File: config.mk
export PLATFORM = sky130hd
export DESIGN_NAME = issue_ex_pipe_reg
export DESIGN_NICKNAME = d
export VERILOG_FILES = /design/src/rtl/issue_ex_pipe_reg.sv
export SDC_FILE = /design/constraint.sdc
export NUM_CORES = 1
export LEC_CHECK = 0
export ABC_CLOCK_PERIOD_IN_PS = 33500
export CORE_AREA = 3 3 428 430
export CTS_CLUSTER_DIAMETER = 80
export DETAILED_ROUTE_END_ITERATION = 6
export DIE_AREA = 0 0 431 433
export PLACE_DENSITY_LB_ADDON = 0.1
export SETUP_SLACK_MARGIN = 0.3
export SLEW_MARGIN = 10
export SYNTH_ARGS = -nofsm -noshare
export SYNTH_HDL_FRONTEND = slang
export SYNTH_SLANG_ARGS = --single-unit
export TNS_END_PERCENT = 20
File: constraint.sdc
create_clock -name clk -period 33.5 [get_ports clk]
set_input_delay 6.7 -clock clk [delete_from_list [all_inputs] [get_ports clk]]
set_output_delay 6.7 -clock clk [all_outputs]
set_load 0.005 [all_outputs]
File: src/rtl/issue_ex_pipe_reg.sv
// rtl/issue_ex_pipe_reg.sv - issue-to-EX pipeline register with load-use scoreboard
// Holds the issued bundle, patches operands from forwarding while held, and interlocks on in-flight loads.
module issue_ex_pipe_reg #(
  parameter int LANES    = 2,
  parameter int XLEN     = 32,
  parameter int PW       = 160,
  parameter int LOAD_LAT = 2
) (
  input  logic                  clk,
  input  logic                  areset,
  input  logic                  flush,
  input  logic                  in_valid,
  output logic                  in_ready,
  input  logic [LANES-1:0]      in_lane_vld,
  input  logic [LANES*PW-1:0]   in_payload,
  input  logic [LANES*5-1:0]    in_rj,
  input  logic [LANES*5-1:0]    in_rk,
  input  logic [LANES*5-1:0]    in_rd,
  input  logic [LANES-1:0]      in_we,
  input  logic [LANES-1:0]      in_is_load,
  input  logic [LANES*XLEN-1:0] rf_rj_data,
  input  logic [LANES*XLEN-1:0] rf_rk_data,
  input  logic [LANES-1:0]      fwd_j_vld,
  input  logic [LANES-1:0]      fwd_k_vld,
  input  logic [LANES*XLEN-1:0] fwd_j_data,
  input  logic [LANES*XLEN-1:0] fwd_k_data,
  input  logic                  fwd_stall,
  input  logic                  ex_ready,
  output logic                  out_valid,
  output logic [LANES-1:0]      out_lane_vld,
  output logic [LANES*PW-1:0]   out_payload,
  output logic [LANES*XLEN-1:0] out_rj_data,
  output logic [LANES*XLEN-1:0] out_rk_data,
  output logic [LANES*5-1:0]    out_rd,
  output logic [LANES-1:0]      out_we,
  output logic [LANES-1:0]      out_is_load,
  output logic                  hazard_stall
);

  logic                  valid_q, valid_d;
  logic [LANES-1:0]      lane_vld_q, lane_vld_d;
  logic [LANES*PW-1:0]   payload_q, payload_d;
  logic [LANES*XLEN-1:0] rj_data_q, rj_data_d;
  logic [LANES*XLEN-1:0] rk_data_q, rk_data_d;
  logic [LANES*5-1:0]    rd_q, rd_d;
  logic [LANES-1:0]      we_q, we_d;
  logic [LANES-1:0]      is_load_q, is_load_d;

  logic [LOAD_LAT-1:0][LANES-1:0]   sb_vld_q, sb_vld_d;
  logic [LOAD_LAT-1:0][LANES*5-1:0] sb_rd_q, sb_rd_d;

  logic             adv;
  logic             accept;
  logic             hazard;
  logic [LANES-1:0] stage_ld;

  // Advance is decoupled from out_valid so bubbles drain instead of deadlocking.
  assign adv      = ex_ready & ~fwd_stall;
  assign stage_ld = {LANES{valid_q}} & lane_vld_q & is_load_q & we_q;
  assign in_ready = adv & ~hazard & ~flush;
  assign accept   = in_valid & in_ready;

  function automatic logic src_busy(input logic [4:0] src);
    src_busy = 1'b0;
    if (src != 5'd0) begin
      for (int m = 0; m < LANES; m++) begin
        if (stage_ld[m] && (rd_q[m*5 +: 5] == src)) src_busy = 1'b1;
        for (int r = 0; r < LOAD_LAT; r++) begin
          if (sb_vld_q[r][m] && (sb_rd_q[r][m*5 +: 5] == src)) src_busy = 1'b1;
        end
      end
    end
  endfunction

  always_comb begin
    hazard = 1'b0;
    for (int l = 0; l < LANES; l++) begin
      if (in_valid && in_lane_vld[l]) begin
        if (src_busy(in_rj[l*5 +: 5]) || src_busy(in_rk[l*5 +: 5])) hazard = 1'b1;
      end
    end
  end

  assign hazard_stall = hazard;

  always_comb begin
    valid_d   = valid_q;
    lane_vld_d = lane_vld_q;
    payload_d = payload_q;
    rj_data_d = rj_data_q;
    rk_data_d = rk_data_q;
    rd_d      = rd_q;
    we_d      = we_q;
    is_load_d = is_load_q;
    if (flush) begin
      valid_d    = 1'b0;
      lane_vld_d = '0;
    end else if (accept) begin
      valid_d    = 1'b1;
      lane_vld_d = in_lane_vld;
      payload_d  = in_payload;
      rj_data_d  = rf_rj_data;
      rk_data_d  = rf_rk_data;
      rd_d       = in_rd;
      we_d       = in_we;
      is_load_d  = in_is_load;
    end else if (adv) begin
      valid_d    = 1'b0;
      lane_vld_d = '0;
    end else begin
      for (int l = 0; l < LANES; l++) begin
        if (fwd_j_vld[l]) rj_data_d[l*XLEN +: XLEN] = fwd_j_data[l*XLEN +: XLEN];
        if (fwd_k_vld[l]) rk_data_d[l*XLEN +: XLEN] = fwd_k_data[l*XLEN +: XLEN];
      end
    end
  end

  // Flushed loads are older than the flush and stay tracked; only advance shifts the scoreboard.
  always_comb begin
    sb_vld_d = sb_vld_q;
    sb_rd_d  = sb_rd_q;
    if (adv) begin
      for (int r = 1; r < LOAD_LAT; r++) begin
        sb_vld_d[r] = sb_vld_q[r-1];
        sb_rd_d[r]  = sb_rd_q[r-1];
      end
      for (int m = 0; m < LANES; m++) begin
        sb_vld_d[0][m] = stage_ld[m] & (rd_q[m*5 +: 5] != 5'd0);
      end
      sb_rd_d[0] = rd_q;
    end
  end

  always_ff @(posedge clk or posedge areset) begin
    if (areset) begin
      valid_q    <= 1'b0;
      lane_vld_q <= '0;
      payload_q  <= '0;
      rj_data_q  <= '0;
      rk_data_q  <= '0;
      rd_q       <= '0;
      we_q       <= '0;
      is_load_q  <= '0;
      sb_vld_q   <= '0;
      sb_rd_q    <= '0;
    end else begin
      valid_q    <= valid_d;
      lane_vld_q <= lane_vld_d;
      payload_q  <= payload_d;
      rj_data_q  <= rj_data_d;
      rk_data_q  <= rk_data_d;
      rd_q       <= rd_d;
      we_q       <= we_d;
      is_load_q  <= is_load_d;
      sb_vld_q   <= sb_vld_d;
      sb_rd_q    <= sb_rd_d;
    end
  end

  assign out_valid    = valid_q;
  assign out_lane_vld = lane_vld_q;
  assign out_payload  = payload_q;
  assign out_rj_data  = rj_data_q;
  assign out_rk_data  = rk_data_q;
  assign out_rd       = rd_q;
  assign out_we       = we_q;
  assign out_is_load  = is_load_q;

endmodule

After elaboration in Yosys (flattened, before gate mapping)
Index checks and enable logic that the tools add are counted.

Equal/unequal tests: 25. Mux-type cells: 50. Bitwise operators: 12. Reductions and logical operators: 44.

Operator list (count): 2-to-1 mux 64 bit (4); 2-to-1 mux 32 bit (4); equality test 5 bit (24); 2-to-1 mux 1 bit (39); nonzero test 5 bit (6); logical AND 1 bit (26); AND reduction 3 bit (4); nonzero test 2 bit (4); bitwise AND 1 bit (6); bitwise AND 2 bit (3); 2-to-1 mux 2 bit (3); inverter 1 bit (3); nonzero test 3 bit (1); logical OR 1 bit (2); != test 2 x 1 -> 1 bit (second input constant) (1); AND reduction 2 bit (1).

Bits in registers: 489. Input bits: 622. Output and inout port bits: 467. Word-level logic and storage cells: 145.

Logic depth before layout (Yosys ltp)
Gate-level depths: netlist of run 1.

Depth in word-level cells: 23. Depth in mapped cells: 11. Gate-level depth less buffers: 7.

Worst setup path before layout of run 1
No wires, ideal clock.

Path type: input-to-output. Start: input port in_rk[1]. End: output port in_ready. Arrival: 8.112 ns. Data required time: 26.800 ns. Path slack: 18.688 ns. Stages on the path: 5. Buffers on the path: 1. Path through: buf_2 > or4_1 > o211ai_1 > a21oi_1 > nor4b_1.

Word-level cells in the longest chain between the ends: 18. Elaborated cells between the ends (all ways): 29. Those cells by class: eq/ne (6); mux (12); bitwise (3); reduce/logical (8).

Ends and longest elaborated chain: from (decl) (RTL line 17) `input logic [LANES*5-1:0] in_rk,`; equality test 5 bit (RTL line 67) `if (stage_ld[m] && (rd_q[m*5 +: 5] == src)) src_busy = 1'b1;`; logical AND 1 bit (RTL line 67); 2-to-1 mux 1 bit (RTL line 67); 2-to-1 mux 1 bit (2 in a row) (RTL line 69) `if (sb_vld_q[r][m] && (sb_rd_q[r][m*5 +: 5] == src)) src_busy = 1'b1;`; 2-to-1 mux 1 bit (RTL line 67); 2-to-1 mux 1 bit (2 in a row) (RTL line 69); 2-to-1 mux 1 bit * (RTL line 65) `if (src != 5'd0) begin`; 2-to-1 mux 1 bit * (RTL line 78) `if (in_valid && in_lane_vld[l]) begin`; logical OR 1 bit * (RTL line 79) `if (src_busy(in_rj[l*5 +: 5]) || src_busy(in_rk[l*5 +: 5])) hazard = 1'b1;`; 2-to-1 mux 1 bit * (RTL line 79); 2-to-1 mux 1 bit * (RTL line 78); 2-to-1 mux 1 bit (RTL line 79); 2-to-1 mux 1 bit * (RTL line 78); inverter 1 bit * (RTL line 60) `assign in_ready = adv & ~hazard & ~flush;`; bitwise AND 1 bit * (2 in a row) (RTL line 60); to (decl) (RTL line 13) `output logic in_ready,`.

Every way passes the cells marked *; elsewhere a longest branch is shown, timed or not. The select of a mux whose other input is x is not followed.

Worst setup path in the final report of run 1
Start: input port in_rk[5]. End: output port in_ready.

Word-level cells in the longest chain between the ends: 16. Elaborated cells between the ends (all ways): 27. Those cells by class: eq/ne (6); mux (10); bitwise (3); reduce/logical (8).

Ends and longest elaborated chain (RTL line): equality test 5 bit (67); logical AND 1 bit (67); 2-to-1 mux 1 bit (67); 2-to-1 mux 1 bit (2 in a row) (69); 2-to-1 mux 1 bit (67); 2-to-1 mux 1 bit (2 in a row) (69); 2-to-1 mux 1 bit * (65); 2-to-1 mux 1 bit * (78); logical OR 1 bit * (79); 2-to-1 mux 1 bit * (79); 2-to-1 mux 1 bit * (78); inverter 1 bit * (60); bitwise AND 1 bit * (2 in a row) (60).

Marked as above.

==> reports/qor.csv, run 1 <==
stage;metric;value;unit
global_routing;grt_start_max_net_pins;159;
clock_tree;clk-insertion-delay-late;0.68;ns
pwr;power_switching;670;µW
global_routing;grt_pass1_vias;18385;
clock_tree;cts_hold_buf;0;
routing;drcViolationCount;0;
floorplan;core.rowCount;156;
yosys;synth-seq-cells;489;
clock_tree;clk_transition_reported_paths;0.04;ns
yosys;avgSynthCellArea;15.0;µm²
setup_path;slowest_delay;0.76;ns
placed_design;placed_cell_area;34800;µm²
timing;worst_pin_slew;1.13;ns
setup_path;worst-path-max-fanout;7;
setup_path;crit_chain;clkdlybuf4s50_1 > xor2_1 > nor4_1 > and3_1 > nor4_1 > o22ai_1 > nor4b_1 > clkdlybuf4s50_1;
pwr;clockPowerShare;0.359;
floorplan;start_util;0.119;
clock_tree;cts_repair_resize_count;0;
yosys;synth_edf_count;0;
timing;rsz0062_at_grt;no;
yosys;yosysWarnings;0;
setup_path;cpLargestDelayFamily;buffers and inverters;
run_status;status;finished clean;
finish;drive_gt1_frac;0.267;
clock_tree;cts.sinks;489;
global_routing;antenna_found_initial;85;
yosys;netlist_instances;1426;
routing;met3_length;9880;µm
finish;seqCellArea;12200;µm²
clock_tree;cts-htree-levels;3;
pwr;leakagePower;0.0144;µW
setup_path;path_class;input pin to output pin;
pwr;powerDensity;61.7;nW/µm²
routing;antenna_left;0;
routing;drt_pass1_iterations;4;
pwr;p_int;1640;µW
setup_path;crit_path_end_kind;output pin;
routing;first_iter_violations;636;
setup_path;setup.worst_path.start_class;input pin;
yosys;yosysSeqAreaShare;0.571;
timing;finalSetupViolations;0;
global_routing;grt_pass1_wl;172000;µm
setup_path;arrival;9.83;ns
pwr;seqPwrFrac;0.364;
clock_tree;cts_buffers;78;
clock_tree;clock-root-buffer;clkbuf_16;
routing;dr_wl_met2;71800;µm
placed_design;gp_congestion;0.873;
timing;min_period;16.53;ns
yosys;netlist_area;21400;µm²
clock_tree;cts_tree;yes;
routing;routed_wl;132000;µm
pwr;comb_power_share;0.277;
timing;fin_setup_tns;0;ns
clock_tree;cts_buffer_depth;3;
floorplan;die-width;431;µm
finish;design_area;37400;µm²
timing;max-slew-margin-rel;0.246;
finish;nNetsFinal;3114;
floorplan;die_y;433;µm
placed_design;hpwl;106000;µm
setup_path;cp.required;26.80;ns
yosys;yosys.cell_types.count;35;
pwr;peakVddDrop;0.0350;mV
routing;via_per_inst;3.39;
finish;syn_to_final_growth;74.5;%
finish;multiInputGateArea;8510;µm²
placed_design;port_buffers;1088;
timing;finalMaxSlewViolations;0;
yosys;async_flop_share;1.00;
routing;m1WireLength;46100;µm
flow_run;cap_violations;0;
timing;max_freq;0.0605;GHz
global_routing;overflow;0;
floorplan;io_pins;1089;
routing;top_layer_used;met5;
worst_hold_path;hp-class;flip-flop to flip-flop;
pwr;swShare;0.290;
timing;finalHoldViolations;0;
clock_tree;post-cts-setup-buffer-count;0;
global_routing;grt_util_all_layers;0.137;
floorplan;die_area;187000;µm²
finish;nFillCells;19380;
yosys;syn_nets;2048;
routing;route.vias.total;16798;
routing;wl_per_cell;26.7;µm
timing;period_share;0.494;
setup_path;cpMaxStageDelayCell;clkdlybuf4s50_1;
yosys;ys.flop_type;dfrtp_1;
floorplan;core_area;180000;µm²
setup_path;r2r_slack;28.15;ns
setup_path;worst-path-buf-inv;2;
timing;finClkSkew;0.0332;ns
## flip-flops by register name, indices dropped and copies added, names as in the netlist
name / cells
sb_vld_q: 4
out_we: 2
sb_rd_q: 20
out_rj_data: 64
out_rk_data: 64
out_lane_vld: 2
out_is_load: 2
out_valid: 1
out_payload: 320
out_rd: 10
## worst paths after layout
check                                startpoint          endpoint  cells after the start
worst max-delay path                   in_rk[5]          in_ready                      8
worst min-delay path            out_payload[17]   out_payload[17]                      1
worst max register to register        out_rd[6]  out_payload[283]                     10
worst min register to register  out_payload[17]   out_payload[17]                      1
max in group asynchronous                areset   out_rj_data[48]                      5
min in group asynchronous                areset  out_payload[108]                      2
## cell usage in the layout (no fill, tap or decap), types with 2 or more instances in the layout
master and count:
a31oi_1 2, mux2_1 69, o21ai_0 4, xor2_1 72, nand4_1 8, dfrtp_1 489, clkbuf_16 80, clkbuf_1 21
mux2_2 543, o32ai_1 4, buf_4 12, a21oi_1 2, diode_2 29, clkdlybuf4s50_1 1088, and3_1 6, clkbuf_8 17
inv_6 3, bufinv_16 4, or4_1 6, clkinv_4 4, clkinvlp_4 5, and4_1 4, o211ai_1 4, nand3_1 8
a32o_1 2, xnor2_1 48, nand2_1 8, nor4_1 18, clkinv_2 5, buf_12 3
## metal layers
layer	vias to the layer above	track usage
li1	7217	-
met1	8752	0.138
met2	585	0.252
met3	200	0.0544
met4	44	0.0475
met5	-	0
## cell usage after synthesis (6+ instances only)
| cell | number | area [µm²] |
|---|---|---|
| xnor2_1 | 48 | 420 |
| buf_6 | 8 | 90.1 |
| buf_4 | 37 | 278 |
| nand2_1 | 9 | 33.8 |
| and3_1 | 6 | 37.5 |
| nor4_1 | 18 | 113 |
| or4_1 | 6 | 45.0 |
| mux2_2 | 543 | 6110 |
| xor2_1 | 72 | 631 |
| buf_2 | 54 | 270 |
| mux2_1 | 69 | 777 |
| nand3_1 | 8 | 40.0 |
| dfrtp_1 | 489 | 12200 |
| clkbuf_1 | 14 | 52.6 |
| nand4_1 | 8 | 50.1 |
## power groups by stage
| stage | sequential, µW | clock, µW | combinational, µW |
|---|---|---|---|
| final | 840 | 829 | 638 |
| after global routing | 859 | 888 | 677 |
| after CTS | 845 | 869 | 657 |
| after detailed placement | 852 | 0 | 654 |
| after global placement | 853 | 0 | 654 |
| after floorplan | 802 | 0 | 229 |
## cells by family (layout without fill, tap and decap cells)
kind of cell           after synthesis  count (layout)  synth area share
AO/OA/AOI/OAI                       20              20           0.00659
buffers and inverters              118            1244            0.0332
flip-flops                         489             489             0.571
multiplexers                       612             612             0.321
XOR/XNOR                           120             120            0.0490
other                                0              29                 0
AND/OR/NAND/NOR                     67              67            0.0193
## final cells by class
type / count / area share
Antenna cell: 29 / 0.00194
Timing Repair Buffer: 1103 / 0.295
Inverter: 1 / 0.000301
Clock buffer: 118 / 0.0619
Clock inverter: 22 / 0.00696
Tap cell: 2370 / 0.0793
Sequential cell: 489 / 0.327
Multi-Input combinational cell: 819 / 0.227
## metrics by stage
step	setup slack [ns]	instances	power, µW	hold slack, ns	util
after floorplan	13.15	1426	1030	0.483	-
after global placement	16.90	4782	1510	0.466	0.193
after detailed placement	16.93	4782	1510	0.478	0.193
after CTS	16.90	4922	2370	0.490	0.207
after global routing	16.82	4935	2420	0.502	0.207
final	16.97	4951	2310	0.482	0.208
## worst reg2reg max path: stages, from the launching register on
cell and delay [ns]:
dfrtp_1 0.88, xnor2_1 0.16, nand4_1 0.12, o32ai_1 0.09
nor4_1 0.30, o22ai_1 0.29, nor4_4 0.35, buf_12 0.58
buf_4 1.18, buf_4 0.77, mux2_2 0.51
(Power assumes the default switching activity.)
==> run 2, diff against run 1 <==
ABC_CLOCK_PERIOD_IN_PS = 13900   (was 33500)
CORE_AREA = 3 3 427 429   (was 3 3 428 430)
DIE_AREA = 0 0 430 432   (was 0 0 431 433)
clock period = 13.9 ns   (was 33.5 ns; I/O delays follow)
==> reports/qor.csv, run 2 (synthesis results as in run 1) <==
stage;metric;value;unit;change
run_status;status;finished clean;;
global_routing;grt_pass1_vias;18560;;+0.95%
timing;finalMaxSlewViolations;0;;unchanged
clock_tree;cts-htree-levels;3;;unchanged
worst_hold_path;hold_path.startpoint;out_payload[25];;
placed_design;gp_congestion;0.879;;+0.64%
pwr;peakVddDrop;0.0834;mV;+140%
clock_tree;cts_hold_buf;0;;unchanged
worst_hold_path;hp-class;flip-flop to flip-flop;;
floorplan;core.rowCount;155;;-0.64%
global_routing;grt_pass1_wl;180000;µm;+4.8%
setup_path;slowest_delay;0.83;ns;+0.07 ns
clock_tree;cts_buffers;79;;+1.3%
timing;rsz0062_at_grt;no;;
timing;max_freq;0.110;GHz;
finish;largest_register_ffs;320;;unchanged
pwr;powerDensity;149;nW/µm²;+140%
global_routing;antenna_found_initial;83;;-2.4%
timing;max-slew-margin-rel;0.263;;+0.0166
timing;finClkSkew;0.0305;ns;-0.00277 ns
global_routing;grt_start_max_net_pins;152;;-4.4%
finish;nNetsFinal;3119;;+0.16%
setup_path;cpMaxStageDelayCell;nor4b_1;;
setup_path;arrival;6.28;ns;-3.55 ns
timing;period_share;0.652;;
setup_path;cpLargestDelayFamily;simple AND/OR/NAND/NOR gates;;
placed_design;hpwl;111000;µm;+5.0%
clock_tree;clock-root-buffer;clkbuf_16;;
placed_design;port_buffers;1088;;unchanged
timing;min_period;9.06;ns;
global_routing;grt_util_all_layers;0.144;;+0.00712
routing;drt_pass1_iterations;5;;+1
timing;finalHoldViolations;0;;unchanged
finish;final_common_cell;clkdlybuf4s50_1;;
clock_tree;cts.sinks;489;;unchanged
flow_run;cap_violations;0;;unchanged
routing;wl_per_cell;27.7;µm;+3.9%
finish;utilization;0.210;;+0.00192
clock_tree;cts_tree;yes;;
floorplan;start_util;0.120;;+0.00103
clock_tree;post-cts-setup-buffer-count;0;;unchanged
finish;syn_to_final_growth;74.6;%;about the same
clock_tree;clk_transition_reported_paths;0.05;ns;about the same
setup_path;worstReg2RegStart;out_rd[5];;
routing;antenna_left;0;;unchanged
setup_path;worst-path-max-fanout;7;;unchanged
setup_path;crit_chain;clkdlybuf4s50_1 > xor2_1 > nor4_1 > and3_1 > nor4_1 > o22ai_1 > nor4b_1 > clkdlybuf4s50_1;;
setup_path;setup.worst_path.start_class;input pin;;
clock_tree;clk-insertion-delay-late;0.66;ns;-0.02 ns
routing;drcViolationCount;0;;unchanged
floorplan;die_y;432;µm;-0.23%
floorplan;die_area;186000;µm²;-0.46%
setup_path;startpoint;in_rj[6];;
routing;routed_wl;137000;µm;+3.7%
setup_path;worst-path-buf-inv;2;;unchanged
timing;worst_pin_slew;1.10;ns;-0.0288 ns
routing;route.vias.total;16765;;-0.20%
pwr;leakagePower;0.0144;µW;+0.11%
clock_tree;cts_repair_resize_count;0;;unchanged
floorplan;io_pins;1089;;unchanged
timing;fin_setup_tns;0;ns;unchanged
clock_tree;cts_buffer_depth;3;;unchanged
routing;first_iter_violations;665;;+4.6%
setup_path;crit_path_end_kind;output pin;;
global_routing;overflow;0;;unchanged
floorplan;die-width;430;µm;-0.23%
setup_path;path_class;input pin to output pin;;
timing;finalSetupViolations;0;;unchanged
finish;final_cell_mix;1088 x clkdlybuf4s50_1, 543 x mux2_2, 489 x dfrtp_1;;
finish;drive_gt1_frac;0.268;;+0.000832
routing;via_per_inst;3.39;;about the same
floorplan;core_area;179000;µm²;-0.86%
setup_path;cp.required;11.12;ns;-15.68 ns
run 2: cell count changes in the layout (fill, tap and decap cells not counted), moves of 2 or more:
cell        before  now
buf_4           12   15
diode_2         29   27
clkinvlp_4       5    7
clkbuf_1        21   24
clkinv_4         4    2
run 2: cell type report:
cell class | instances | area, µm²
clock buffer | 121 | 2340
fill | 19081 | 141000
sequential | 489 | 12200
inverter | 1 | 7.51
tap | 2355 | 2950
antenna | 27 | 67.6
multi-input combinational | 819 | 8510
timing repair buffer | 1107 | 11100
clock inverter | 22 | 245
run 2: metrics by stage:
stage	cell area (µm²)	setup slack, ns	std cells	power, µW	hold slack, ns
2_1_floorplan	21400	4.49	1426	2480	0.483
3_3_place_gp	34800	4.83	4771	3640	0.468
5_1_grt	37400	4.69	4917	5860	0.510
6_report	37400	4.84	4941	5560	0.480
4_1_cts	37400	4.74	4914	5720	0.487
3_5_place_dp	34800	4.76	4771	3650	0.475
run 2: final timing paths:
check                           slack, ns  depth (start not counted)          endpoint
worst min-delay path                 0.48                          1   out_payload[25]
worst min register to register       0.48                          1   out_payload[25]
worst max register to register       8.82                         10         out_rd[7]
max in group asynchronous            8.80                          6   out_rk_data[43]
min in group asynchronous            2.70                          3  out_payload[109]
worst max-delay path                 4.84                          8          in_ready
run 2: worst reg2reg max path, stage by stage, from the launching register on:
cell	delay [ns]
dfrtp_1	0.88
xnor2_1	0.17
nand4_1	0.12
o32ai_1	0.09
nor4_1	0.32
o22ai_1	0.33
nor4_4	0.28
buf_4	0.55
buf_12	0.55
buf_4	1.21
mux2_2	0.47
run 2: metal layers:
metal / vias up / share of wire / GRT usage
li1: 7258 / - / -
met1: 8670 / 0.36 / 0.154
met2: 639 / 0.54 / 0.271
met3: 178 / 0.072 / 0.0493
met4: 20 / 0.018 / 0.0281
met5: - / 0.0011 / 0
run 2: where the power goes:
group,internal [µW],total (µW),leakage (µW),switching [µW]
Clock,1210,1980,0.00124,767
Sequential,1740,2030,0.00586,291
Combinational,988,1550,0.00728,562
